## config.mk

```make
export PLATFORM = sky130hd
export DESIGN_NAME = phase_bus_sequencer
export DESIGN_NICKNAME = d
export VERILOG_FILES = /design/src/rtl/phase_bus_pkg.sv /design/src/rtl/pb_wait_timer.sv /design/src/rtl/phase_bus_sequencer.sv
export SDC_FILE = /design/constraint.sdc
export NUM_CORES = 1
export LEC_CHECK = 0
export CORE_AREA = 4 4 168 170
export DETAILED_ROUTE_END_ITERATION = 7
export DIE_AREA = 0 0 172 174
export DONT_BUFFER_PORTS = 1
export PLACE_DENSITY = 0.48
export SETUP_SLACK_MARGIN = 0.02
export SYNTH_ARGS = -nofsm -noshare
export SYNTH_HDL_FRONTEND = slang
export SYNTH_SLANG_ARGS = --single-unit
```

## constraint.sdc

```tcl
create_clock -name clock -period 7.8 [get_ports clock]
set_clock_uncertainty 0.1 [all_clocks]
set_input_delay 1.17 -clock clock [delete_from_list [all_inputs] [get_ports clock]]
set_output_delay 1.17 -clock clock [all_outputs]
set_load 0.005 [all_outputs]
```

## src/rtl/phase_bus_pkg.sv

```systemverilog
// Shared types and constants for the phase-bus transaction engine.
// Contents:
//   pb_op_e      transaction opcode as driven by the command decoder
//   pb_dir_e     data pin direction (input / output)
//   pb_strobe_e  active-low strobe level (ENABLE drives the pin low)
//   pb_state_e   per-access sequencer states
//   pb_phase_e   sub-phase of an ADC transaction
//   PB_DEF_*     default port addresses of the analog front end
//   pb_next_board  lowest enabled card index at or above a start index
package phase_bus_pkg;

  typedef enum logic [1:0] {
    PB_OP_WRITE = 2'd0,
    PB_OP_READ  = 2'd1,
    PB_OP_ADC   = 2'd2,
    PB_OP_RSVD  = 2'd3
  } pb_op_e;

  typedef enum logic {
    DIR_INPUT  = 1'b0,
    DIR_OUTPUT = 1'b1
  } pb_dir_e;

  typedef enum logic {
    ENABLE  = 1'b0,
    DISABLE = 1'b1
  } pb_strobe_e;

  typedef enum logic [2:0] {
    ST_IDLE   = 3'd0,
    ST_SETUP  = 3'd1,
    ST_STROBE = 3'd2,
    ST_HOLD   = 3'd3,
    ST_NEXT   = 3'd4,
    ST_DONE   = 3'd5
  } pb_state_e;

  typedef enum logic [1:0] {
    PH_MUX_WR  = 2'd0,
    PH_CONV_WR = 2'd1,
    PH_RD_HI   = 2'd2,
    PH_RD_LO   = 2'd3
  } pb_phase_e;

  localparam int PB_DEF_PORT_MUX      = 3;
  localparam int PB_DEF_PORT_ADC_HIGH = 4;
  localparam int PB_DEF_PORT_ADC_LOW  = 5;

  // Returns {found, index}. The mask is zero-extended to eight cards so the
  // same search serves any board count; scanning downwards leaves the lowest
  // qualifying index in the result.
  function automatic logic [3:0] pb_next_board(input logic [7:0] mask,
                                               input logic [3:0] from);
    logic [3:0] result;
    result = 4'b0000;
    for (int b = 7; b >= 0; b--) begin
      if (mask[b] && (b >= int'(from))) begin
        result = {1'b1, 3'(b)};
      end
    end
    return result;
  endfunction

endpackage

```

## src/rtl/pb_wait_timer.sv

```systemverilog
// Loadable down-counter that times each bus phase.
// Ports:
//   clock      system clock
//   reset      asynchronous active-high reset, clears the count
//   i_load     load i_value on the next edge
//   i_value    cycles remaining minus one for the phase being entered
//   o_expired  high while the count is zero (last cycle of the phase)
module pb_wait_timer #(
  parameter int WIDTH = 4
) (
  input  logic             clock,
  input  logic             reset,
  input  logic             i_load,
  input  logic [WIDTH-1:0] i_value,
  output logic             o_expired
);

  logic [WIDTH-1:0] r_count;

  // Count down to zero and park there; a load always wins over counting.
  always_ff @(posedge clock or posedge reset) begin
    if (reset) begin
      r_count <= '0;
    end else if (i_load) begin
      r_count <= i_value;
    end else if (r_count != '0) begin
      r_count <= r_count - 1'b1;
    end
  end

  assign o_expired = (r_count == '0);

endmodule

```

## src/rtl/phase_bus_sequencer.sv

```systemverilog
// Phase-bus transaction engine: runs WRITE, READ or ADC transactions over
// NUM_BOARDS cards in ascending board order, skipping cards whose mask bit
// is clear, with setup/strobe/hold timing set by parameters.
// Ports:
//   clock, reset          system clock, asynchronous active-high reset
//   start, op             one-cycle request and opcode (accepted in IDLE)
//   port_addr, board_mask, wr_data, mux_sel   transaction parameters
//   busy, done, err       status towards the command decoder
//   rd_data               per-card {hi,lo} results
//   board_sel, addr_out, rd_n, wr_n, data_out, data_in, data_dir  bus pins
module phase_bus_sequencer
  import phase_bus_pkg::*;
#(
  parameter int NUM_BOARDS    = 4,
  parameter int DATA_W        = 8,
  parameter int ADDR_W        = 3,
  parameter int SETUP_CYCLES  = 21,
  parameter int STROBE_CYCLES = 2,
  parameter int HOLD_CYCLES   = 21,
  parameter int PORT_MUX      = PB_DEF_PORT_MUX,
  parameter int PORT_ADC_HIGH = PB_DEF_PORT_ADC_HIGH,
  parameter int PORT_ADC_LOW  = PB_DEF_PORT_ADC_LOW
) (
  input  logic                         clock,
  input  logic                         reset,
  input  logic                         start,
  input  logic [1:0]                   op,
  input  logic [ADDR_W-1:0]            port_addr,
  input  logic [NUM_BOARDS-1:0]        board_mask,
  input  logic [NUM_BOARDS*DATA_W-1:0] wr_data,
  input  logic [DATA_W-1:0]            mux_sel,
  output logic                         busy,
  output logic                         done,
  output logic                         err,
  output logic [NUM_BOARDS*2*DATA_W-1:0] rd_data,
  output logic [NUM_BOARDS-1:0]        board_sel,
  output logic [ADDR_W-1:0]            addr_out,
  output logic                         rd_n,
  output logic                         wr_n,
  output logic [DATA_W-1:0]            data_out,
  input  logic [DATA_W-1:0]            data_in,
  output logic                         data_dir
);

  localparam int MAX_A   = (SETUP_CYCLES > STROBE_CYCLES) ? SETUP_CYCLES : STROBE_CYCLES;
  localparam int MAX_CYC = (MAX_A > HOLD_CYCLES) ? MAX_A : HOLD_CYCLES;
  localparam int TIMER_W = $clog2(MAX_CYC) + 1;
  localparam int SLOT_W  = 2 * DATA_W;

  localparam logic [TIMER_W-1:0] LOAD_SETUP  = TIMER_W'(SETUP_CYCLES - 1);
  localparam logic [TIMER_W-1:0] LOAD_STROBE = TIMER_W'(STROBE_CYCLES - 1);
  localparam logic [TIMER_W-1:0] LOAD_HOLD   = TIMER_W'(HOLD_CYCLES - 1);

  pb_state_e                   r_state;
  pb_phase_e                   r_phase;
  pb_op_e                      r_op;
  logic [ADDR_W-1:0]           r_port;
  logic [NUM_BOARDS-1:0]       r_mask;
  logic [NUM_BOARDS*DATA_W-1:0] r_wrData;
  logic [DATA_W-1:0]           r_muxSel;
  logic [2:0]                  r_board;
  logic [NUM_BOARDS*SLOT_W-1:0] r_rdData;
  logic                        r_err;

  pb_state_e             w_stateNext;
  pb_phase_e             w_phaseNext;
  logic [2:0]            w_boardNext;
  logic                  w_timerLoad;
  logic [TIMER_W-1:0]    w_timerValue;
  logic                  w_timerExpired;
  pb_op_e                w_opIn;
  logic [3:0]            w_searchStart;
  logic [3:0]            w_searchFirst;
  logic [3:0]            w_searchAfter;
  logic [NUM_BOARDS-1:0] w_boardOneHot;
  logic [NUM_BOARDS-1:0] w_sel;
  logic [ADDR_W-1:0]     w_addr;
  logic [DATA_W-1:0]     w_dout;
  pb_dir_e               w_dir;
  pb_strobe_e            w_rdStrobe;
  pb_strobe_e            w_wrStrobe;
  logic                  w_isRead;
  logic                  w_capture;

  pb_wait_timer #(.WIDTH(TIMER_W)) u_timer (
    .clock     (clock),
    .reset     (reset),
    .i_load    (w_timerLoad),
    .i_value   (w_timerValue),
    .o_expired (w_timerExpired)
  );

  assign w_opIn        = pb_op_e'(op);
  assign w_searchStart = pb_next_board(8'(board_mask), 4'd0);
  assign w_searchFirst = pb_next_board(8'(r_mask), 4'd0);
  assign w_searchAfter = pb_next_board(8'(r_mask), {1'b0, r_board} + 4'd1);
  assign w_boardOneHot = NUM_BOARDS'(1) << r_board;

  // State, ADC phase, current card, latched request and the read-back buffer.
  // The request is latched on acceptance so decoder inputs may change freely
  // while the transaction runs.
  always_ff @(posedge clock or posedge reset) begin
    if (reset) begin
      r_state  <= ST_IDLE;
      r_phase  <= PH_MUX_WR;
      r_op     <= PB_OP_WRITE;
      r_port   <= '0;
      r_mask   <= '0;
      r_wrData <= '0;
      r_muxSel <= '0;
      r_board  <= '0;
      r_rdData <= '0;
      r_err    <= 1'b0;
    end else begin
      r_state <= w_stateNext;
      r_phase <= w_phaseNext;
      r_board <= w_boardNext;
      r_err   <= start && ((r_state != ST_IDLE) || (w_opIn == PB_OP_RSVD));
      if ((r_state == ST_IDLE) && start) begin
        r_op     <= w_opIn;
        r_port   <= port_addr;
        r_mask   <= board_mask;
        r_wrData <= wr_data;
        r_muxSel <= mux_sel;
      end
      if (w_capture) begin
        if (r_op == PB_OP_READ) begin
          r_rdData[int'(r_board)*SLOT_W +: SLOT_W] <= {{DATA_W{1'b0}}, data_in};
        end else if (r_phase == PH_RD_HI) begin
          r_rdData[int'(r_board)*SLOT_W + DATA_W +: DATA_W] <= data_in;
        end else begin
          r_rdData[int'(r_board)*SLOT_W +: DATA_W] <= data_in;
        end
      end
    end
  end

  // Next-state logic. Every access is SETUP -> STROBE -> HOLD -> NEXT; NEXT
  // picks the following access (next ADC phase or next enabled card) so
  // disabled cards cost no cycles. An empty mask goes straight to NEXT, whose
  // search then finds nothing and finishes.
  always_comb begin
    w_stateNext  = r_state;
    w_phaseNext  = r_phase;
    w_boardNext  = r_board;
    w_timerLoad  = 1'b0;
    w_timerValue = '0;
    case (r_state)
      ST_IDLE: begin
        if (start && (w_opIn == PB_OP_ADC)) begin
          if (|board_mask) begin
            w_phaseNext  = PH_MUX_WR;
            w_stateNext  = ST_SETUP;
            w_timerLoad  = 1'b1;
            w_timerValue = LOAD_SETUP;
          end else begin
            w_phaseNext = PH_RD_LO;
            w_stateNext = ST_NEXT;
          end
        end else if (start && (w_opIn != PB_OP_RSVD)) begin
          if (w_searchStart[3]) begin
            w_boardNext  = w_searchStart[2:0];
            w_stateNext  = ST_SETUP;
            w_timerLoad  = 1'b1;
            w_timerValue = LOAD_SETUP;
          end else begin
            w_stateNext = ST_NEXT;
          end
        end
      end
      ST_SETUP: begin
        if (w_timerExpired) begin
          w_stateNext  = ST_STROBE;
          w_timerLoad  = 1'b1;
          w_timerValue = LOAD_STROBE;
        end
      end
      ST_STROBE: begin
        if (w_timerExpired) begin
          w_stateNext  = ST_HOLD;
          w_timerLoad  = 1'b1;
          w_timerValue = LOAD_HOLD;
        end
      end
      ST_HOLD: begin
        if (w_timerExpired) begin
          w_stateNext = ST_NEXT;
        end
      end
      ST_NEXT: begin
        w_stateNext  = ST_DONE;
        w_timerValue = LOAD_SETUP;
        if (r_op == PB_OP_ADC) begin
          case (r_phase)
            PH_MUX_WR: begin
              w_phaseNext = PH_CONV_WR;
              w_stateNext = ST_SETUP;
              w_timerLoad = 1'b1;
            end
            PH_CONV_WR: begin
              if (w_searchFirst[3]) begin
                w_boardNext = w_searchFirst[2:0];
                w_phaseNext = PH_RD_HI;
                w_stateNext = ST_SETUP;
                w_timerLoad = 1'b1;
              end
            end
            PH_RD_HI: begin
              w_phaseNext = PH_RD_LO;
              w_stateNext = ST_SETUP;
              w_timerLoad = 1'b1;
            end
            default: begin
              if (w_searchAfter[3]) begin
                w_boardNext = w_searchAfter[2:0];
                w_phaseNext = PH_RD_HI;
                w_stateNext = ST_SETUP;
                w_timerLoad = 1'b1;
              end
            end
          endcase
        end else if (w_searchAfter[3]) begin
          w_boardNext = w_searchAfter[2:0];
          w_stateNext = ST_SETUP;
          w_timerLoad = 1'b1;
        end
      end
      ST_DONE: begin
        w_stateNext = ST_IDLE;
      end
      default: begin
        w_stateNext = ST_IDLE;
      end
    endcase
  end

  // Bus pin values. Address, data and direction are held through SETUP,
  // STROBE and HOLD and fall back to idle values otherwise, so they only
  // change while both strobes are high. The ADC mux/convert writes
  // broadcast to every enabled card at once.
  always_comb begin
    w_sel      = '0;
    w_addr     = '0;
    w_dout     = '0;
    w_dir      = DIR_INPUT;
    w_rdStrobe = DISABLE;
    w_wrStrobe = DISABLE;
    w_isRead   = 1'b0;
    if ((r_state == ST_SETUP) || (r_state == ST_STROBE) || (r_state == ST_HOLD)) begin
      case (r_op)
        PB_OP_WRITE: begin
          w_sel  = w_boardOneHot;
          w_addr = r_port;
          w_dout = r_wrData[int'(r_board)*DATA_W +: DATA_W];
          w_dir  = DIR_OUTPUT;
        end
        PB_OP_READ: begin
          w_sel    = w_boardOneHot;
          w_addr   = r_port;
          w_isRead = 1'b1;
        end
        PB_OP_ADC: begin
          case (r_phase)
            PH_MUX_WR, PH_CONV_WR: begin
              w_sel  = r_mask;
              w_addr = ADDR_W'(PORT_MUX);
              w_dout = r_muxSel;
              w_dir  = DIR_OUTPUT;
            end
            PH_RD_HI: begin
              w_sel    = w_boardOneHot;
              w_addr   = ADDR_W'(PORT_ADC_HIGH);
              w_isRead = 1'b1;
            end
            default: begin
              w_sel    = w_boardOneHot;
              w_addr   = ADDR_W'(PORT_ADC_LOW);
              w_isRead = 1'b1;
            end
          endcase
        end
        default: begin
          w_sel = '0;
        end
      endcase
      if (r_state == ST_STROBE) begin
        if (w_isRead) begin
          w_rdStrobe = ENABLE;
        end else begin
          w_wrStrobe = ENABLE;
        end
      end
    end
  end

  // Read data is sampled on the edge that ends the last strobe cycle.
  assign w_capture = (r_state == ST_STROBE) && w_timerExpired && w_isRead;

  assign busy      = (r_state != ST_IDLE);
  assign done      = (r_state == ST_DONE);
  assign err       = r_err;
  assign rd_data   = r_rdData;
  assign board_sel = w_sel;
  assign addr_out  = w_addr;
  assign data_out  = w_dout;
  assign data_dir  = w_dir;
  assign rd_n      = w_rdStrobe;
  assign wr_n      = w_wrStrobe;

endmodule

```

==> impl_metrics.env, run 1 <==
export IMPL_outcome="completed"
export IMPL_numCtsBuffers=17
export IMPL_grt_max_degree=69
export IMPL_maxSlewViolCount=0
export IMPL_crit_path_end_kind="output port"
export IMPL_cp_start_kind="register"
export IMPL_path_class="register to output port"
export IMPL_drt_iter0_drc=329
export IMPL_drtPass1Iterations=5
export IMPL_diodes=0
export IMPL_cts_max_level=4
export IMPL_vias=4316
export IMPL_setup_slack_ps=4320
export IMPL_nets=593
export IMPL_avgSynthCellArea_um2=11.9
export IMPL_worst_slew_pin_slew_ps=971
export IMPL_synth_edf_count=0
export IMPL_rsz0062_at_grt="no"
export IMPL_grt_pass1_wl_um=28100
export IMPL_fin_crit_ps=3480
export IMPL_wl_per_cell_um=20.7
export IMPL_die_area_um2=29900
export IMPL_synthFlopType="dfrtp_1"
export IMPL_fp_row_count=60
export IMPL_hold_violations=0
export IMPL_globalplace_congestion=0.776
export IMPL_cts_tree="built"
export IMPL_antenna_found_initial=3
export IMPL_fill_cells=2753
export IMPL_synth_seq_cells=128
export IMPL_synth_cells=530
export IMPL_mappedNetlistArea_um2=6300
export IMPL_setup_tns_ps=0
export IMPL_power_leakage_nw=3.06
export IMPL_die_y_um=174
export IMPL_synth_cell_types=67
export IMPL_wl_um=18100
export IMPL_period_share=0.446
export IMPL_setup_viol=0
export IMPL_powerDensity_nw_per_um2=372
export IMPL_regToRegStartpoint="r_board[0]"
export IMPL_ir_worst_vdd_mv=0.164
export IMPL_hold_path_class="register to register"
export IMPL_syn2layout_area_growth_pct=14.6
export IMPL_io_buffers=0
export IMPL_r2r_cells=8
export IMPL_drv_cap=0
export IMPL_cts_buffer_depth=2
export IMPL_arrival_ps=2210
export IMPL_worstReg2RegEnd="rd_data[2]"
export IMPL_insertion_delay_ps=420
export IMPL_cts_sinks=128
export IMPL_timing_slew_headroom=0.347
export IMPL_required_ps=6530
export IMPL_grt_ovfl_total=0
export IMPL_post_place_ws_ps=4670
export IMPL_yosys_warnings=0
export IMPL_layout_drive_gt1_share=0.202
export IMPL_hpwl_um=13200
export IMPL_post_cts_setup_buffers=0
export IMPL_min_path_cells=1
export IMPL_hold_end="r_wrData[3]"
export IMPL_crit_fanout=8
export IMPL_async_flop_share=1.00
export IMPL_viasPerCell=4.93
export IMPL_core_area_um2=26700
export IMPL_drc=0
export IMPL_regToRegSetupSlack_ps=4690
export IMPL_grt_use_total=0.123
export IMPL_clk_pin_slew_worst_paths_ps=60
export IMPL_max_freq_mhz=287
export IMPL_initial_core_util=0.236
export IMPL_cts_hold_buf=0
export IMPL_final_antenna_net_count=0
export IMPL_root_buffer="clkbuf_16"
export IMPL_ctsResizeCount=0
export IMPL_startpoint="r_op[0]"
export IMPL_min_delay_start="r_wrData[3]"
export IMPL_grt_pass1_vias=4611
export IMPL_ios=145
export IMPL_die_width_um=172
export IMPL_whs_ps=396
export IMPL_syn_nets=602
export IMPL_yosysSeqAreaShare=0.508
synthesized netlist by cell type (all sizes together) (4+ instances only):
cell    instances  area, µm²
nor2           31        124
inv            25       93.8
mux2i           6       60.1
buf            20        118
a31oi           6       37.5
a22oi          15        113
nand2          26       97.6
nor3            8       50.1
clkbuf         15       56.3
dfrtp         128       3200
a21oi          17       85.1
a31o            8       70.1
mux2           63        709
nor2b          14       87.6
o21ai          17       85.1
mux4            8        180
nor3b           4       51.3
a22o            8       70.1
nor4            4       46.3
ha             12        150
and2            9       56.3
nand3          12       72.6
a32o           24        240
power breakdown:
group | total [W] | internal [W] | switching, W
Clock | 0.000810 | 0.000493 | 0.000317
Sequential | 0.000960 | 0.000829 | 0.000131
Combinational | 0.000921 | 0.000396 | 0.000525
Total | 0.00269 | 0.00172 | 0.000973
cell families after synthesis:
| logic type | count (synthesis) | share of synthesized area |
|---|---|---|
| compound gates | 122 | 0.147 |
| xor+xnor | 2 | 0.00278 |
| fa+ha+maj | 12 | 0.0238 |
| buf+inv | 60 | 0.0425 |
| flops | 128 | 0.508 |
| mux | 77 | 0.151 |
| simple gates | 129 | 0.125 |
layer usage:
layer / track usage / routed length [µm] / part of all wire / up-vias
met5: 0 / 41 / 0.0023 / -
li1: - / - / - / 1941
met4: 0.0318 / 241 / 0.013 / 6
met2: 0.182 / 7960 / 0.44 / 195
met1: 0.159 / 7750 / 0.43 / 2147
met3: 0.0610 / 2150 / 0.12 / 27
worst max-delay path: stages, from the launching register on:
cell and delay, ps:
dfrtp_1 400, inv_1 110, ha_1 280, nor2b_1 620
a22oi_1 180, nor2_1 210
cells in the final DEF, fill, tap and decap left out, types with 4 or more instances in the layout:
cell type / instances
buf_4: 7
clkinvlp_4: 4
inv_1: 23
inv_6: 5
a21oi_1: 17
clkbuf_16: 17
a22oi_1: 15
o21ai_0: 9
dfrtp_1: 128
o21ai_1: 8
and2_1: 9
mux2_2: 44
nor2_1: 30
a31oi_1: 6
a32o_1: 24
nor2b_1: 14
mux4_2: 8
mux2_1: 19
mux2i_1: 6
nand3_1: 11
ha_1: 12
a31o_1: 8
a22o_1: 8
nor3_1: 6
nand2_1: 26
worst max path at each step:
stage	end	slack, ps	depth (start not counted)
floorplan	err	3120	1
global placement	rd_data[3]	4720	8
detailed placement	rd_data[2]	4670	8
CTS	data_out[2]	4230	5
global route	data_out[2]	4120	5
finish	data_out[2]	4320	5
registers in the layout (all words and copies together) (netlist names):
| register | cells |
|---|---|
| rd_data | 64 |
| r_mask | 4 |
| r_muxSel | 8 |
| r_wrData | 32 |
| r_state | 3 |
| u_timer.r_count | 6 |
| r_board | 3 |
| r_op | 2 |
| err | 1 |
| r_phase | 2 |
| r_port | 3 |
stage by stage:
| stage | util | cell area, µm² | total power (W) | instances |
|---|---|---|---|---|
| final | 0.270 | 7220 | 0.00269 | 875 |
| after detailed placement | 0.248 | 6620 | 0.00190 | 843 |
| after floorplan | - | 6300 | 0.00166 | 530 |
| after CTS | 0.270 | 7220 | 0.00273 | 875 |
| after global placement | 0.248 | 6620 | 0.00186 | 843 |
| after global routing | 0.270 | 7220 | 0.00288 | 875 |
area by class of cell:
cell class / instances / area (µm²) / share of cell area
Inverter: 25 / 98.8 / 0.0137
Clock inverter: 13 / 151 / 0.0210
Sequential cell: 128 / 3200 / 0.443
Timing Repair Buffer: 7 / 52.6 / 0.00727
Tap cell: 341 / 427 / 0.0591
Multi-Input combinational cell: 342 / 2840 / 0.393
Clock buffer: 19 / 453 / 0.0627
Power figures use the tool's default switching activity.
==> run 2: changes to the inputs <==
PLACE_DENSITY = 0.49   (was 0.48)
clock period = 2.84 ns   (was 7.8 ns; I/O delays follow)
==> run 2 against run 1 <==
Against the previous run:
- final cell count is 1.6% higher
- clock power grew to 2.8 times the previous value
- critical path type is now register to register
- hold slack worse by 390 ps
==> impl_metrics.env, run 2 (synthesis gave the netlist of run 1 again) <==
export IMPL_outcome="completed"
export IMPL_core_area_um2=26700
export IMPL_path_class="register to register"
export IMPL_vias=4367
export IMPL_setup_tns_ps=0
export IMPL_crit_fanout=9
export IMPL_multiInputGateArea_um2=2860
export IMPL_rsz0062_at_grt="no"
export IMPL_fp_row_count=60
export IMPL_period_share=0.924
export IMPL_clk_pin_slew_worst_paths_ps=60
export IMPL_cts_sinks=128
export IMPL_power_frac_seq=0.355
export IMPL_cts_buffer_depth=2
export IMPL_regToRegSetupSlack_ps=220
export IMPL_numCtsBuffers=17
export IMPL_p_switching_w=0.00266
export IMPL_finalCoreUtilization=0.276
export IMPL_largest_register_ffs=64
export IMPL_grt_use_total=0.123
export IMPL_die_width_um=172
export IMPL_seqCellArea_um2=3200
export IMPL_required_ps=3080
export IMPL_switching_share=0.350
export IMPL_cts_max_level=4
export IMPL_powerDensity_nw_per_um2=1030
export IMPL_cts_tree="built"
export IMPL_cp_start_kind="register"
export IMPL_syn2layout_area_growth_pct=17.1
export IMPL_nets=606
export IMPL_grt_pass1_vias=4636
export IMPL_ios=145
export IMPL_drv_cap=0
export IMPL_worst_slew_pin_slew_ps=711
export IMPL_power_leakage_nw=3.13
export IMPL_layout_drive_gt1_share=0.225
export IMPL_drt_iter0_drc=261
export IMPL_globalplace_congestion=0.827
export IMPL_startpoint="r_board[1]"
export IMPL_crit_path_end_kind="register"
export IMPL_regToRegStartpoint="r_board[1]"
export IMPL_drtPass1Iterations=7
export IMPL_grt_pass1_wl_um=28300
export IMPL_comb_power_share=0.343
export IMPL_fill_cells=2759
export IMPL_die_y_um=174
export IMPL_final_cell_mix="dfrtp_1 (127), mux2_2 (44), nor2_1 (30), nand2_1 (26), a32o_1 (24)"
export IMPL_hpwl_um=13300
export IMPL_fin_crit_ps=2620
export IMPL_arrival_ps=2870
export IMPL_hold_violations=0
export IMPL_cpMostUsedCell="ha_1"
export IMPL_antenna_found_initial=1
export IMPL_max_freq_mhz=381
export IMPL_timing_slew_headroom=0.526
export IMPL_insertion_delay_ps=410
export IMPL_max_stage_delay_ps=520
export IMPL_worstReg2RegEnd="rd_data[24]"
export IMPL_viasPerCell=4.91
export IMPL_maxSlewViolCount=0
export IMPL_pwr_share_clk=0.302
export IMPL_grt_ovfl_total=0
export IMPL_io_buffers=0
export IMPL_final_common_cell="dfrtp_1"
export IMPL_intPower_w=0.00493
export IMPL_worst_path_max_delay_cell="dfrtp_1"
export IMPL_initial_core_util=0.236
export IMPL_grt_max_degree=129
export IMPL_setup_viol=0
export IMPL_post_cts_setup_buffers=0
export IMPL_wl_per_cell_um=20.4
export IMPL_r2r_cells=8
export IMPL_drc=0
export IMPL_die_area_um2=29900
export IMPL_wl_um=18100
export IMPL_hold_path_class="primary input to async pin"
export IMPL_root_buffer="clkbuf_16"
export IMPL_ir_worst_vdd_mv=0.488
export IMPL_final_antenna_net_count=0
export IMPL_crit_chain="inv_1 > ha_1 > ha_1 > and3b_1 > nand3_1 > a211oi_1 > and3_1 > a32o_1"
[run 2: worst max path at each step]
stage,endpoint,slack (ps),cells after the start
after floorplan,rd_data[0],190,10
after global placement,rd_data[48],160,8
after detailed placement,rd_data[17],130,7
after CTS,rd_data[50],120,8
after global routing,data_out[1],40,6
final,rd_data[24],220,8
[run 2: area by class of cell]
class                           instances  share of cell area
Tap cell                              341              0.0578
Timing Repair Buffer                   20              0.0237
Inverter                               25              0.0132
Clock inverter                         11              0.0220
Clock buffer                           21              0.0610
Sequential cell                       128               0.434
Antenna cell                            1            0.000339
Multi-Input combinational cell        342               0.388
[run 2: timing repair]
| action | 4_1_cts | 5_1_grt |
|---|---|---|
| hold buffers | 0 | 0 |
| setup endpoints to repair | 6 | 17 |
| pin swaps | 0 | 0 |
| gates resized for setup | 1 | 6 |
[run 2: critical path: cells and delay by family, from the launching register on]
family,cells,cell delay (ps)
compound gates,2,480
fa+ha+maj,2,510
buf+inv,1,160
flops,1,520
simple gates,3,800
[run 2: stage by stage]
step                      hold WS [ps]  power, W  worst slack [ps]  cell area [µm²]  std cells
final                             1.33   0.00759               216             7380        889
after global placement             368   0.00522               158             6740        856
after floorplan                    353   0.00456               192             6310        530
after detailed placement           383   0.00532               127             6740        856
after global routing              22.7   0.00808              41.3             7380        889
after CTS                         19.3   0.00767               116             7360        888
[run 2: routing by layer]
layer,vias up,track usage,share of wire
li1,1974,-,-
met1,2233,0.146,0.40
met2,144,0.207,0.52
met3,16,0.0400,0.067
met4,0,0.0419,0.016
met5,-,0,0
[run 2: power by group through the flow]
stage	Combinational [W]	Sequential (W)	Clock [W]
3_3_place_gp	0.00253	0.00269	0
4_1_cts	0.00261	0.00269	0.00236
5_1_grt	0.00288	0.00276	0.00243
6_report	0.00260	0.00270	0.00229
3_5_place_dp	0.00260	0.00272	0
2_1_floorplan	0.00203	0.00253	0
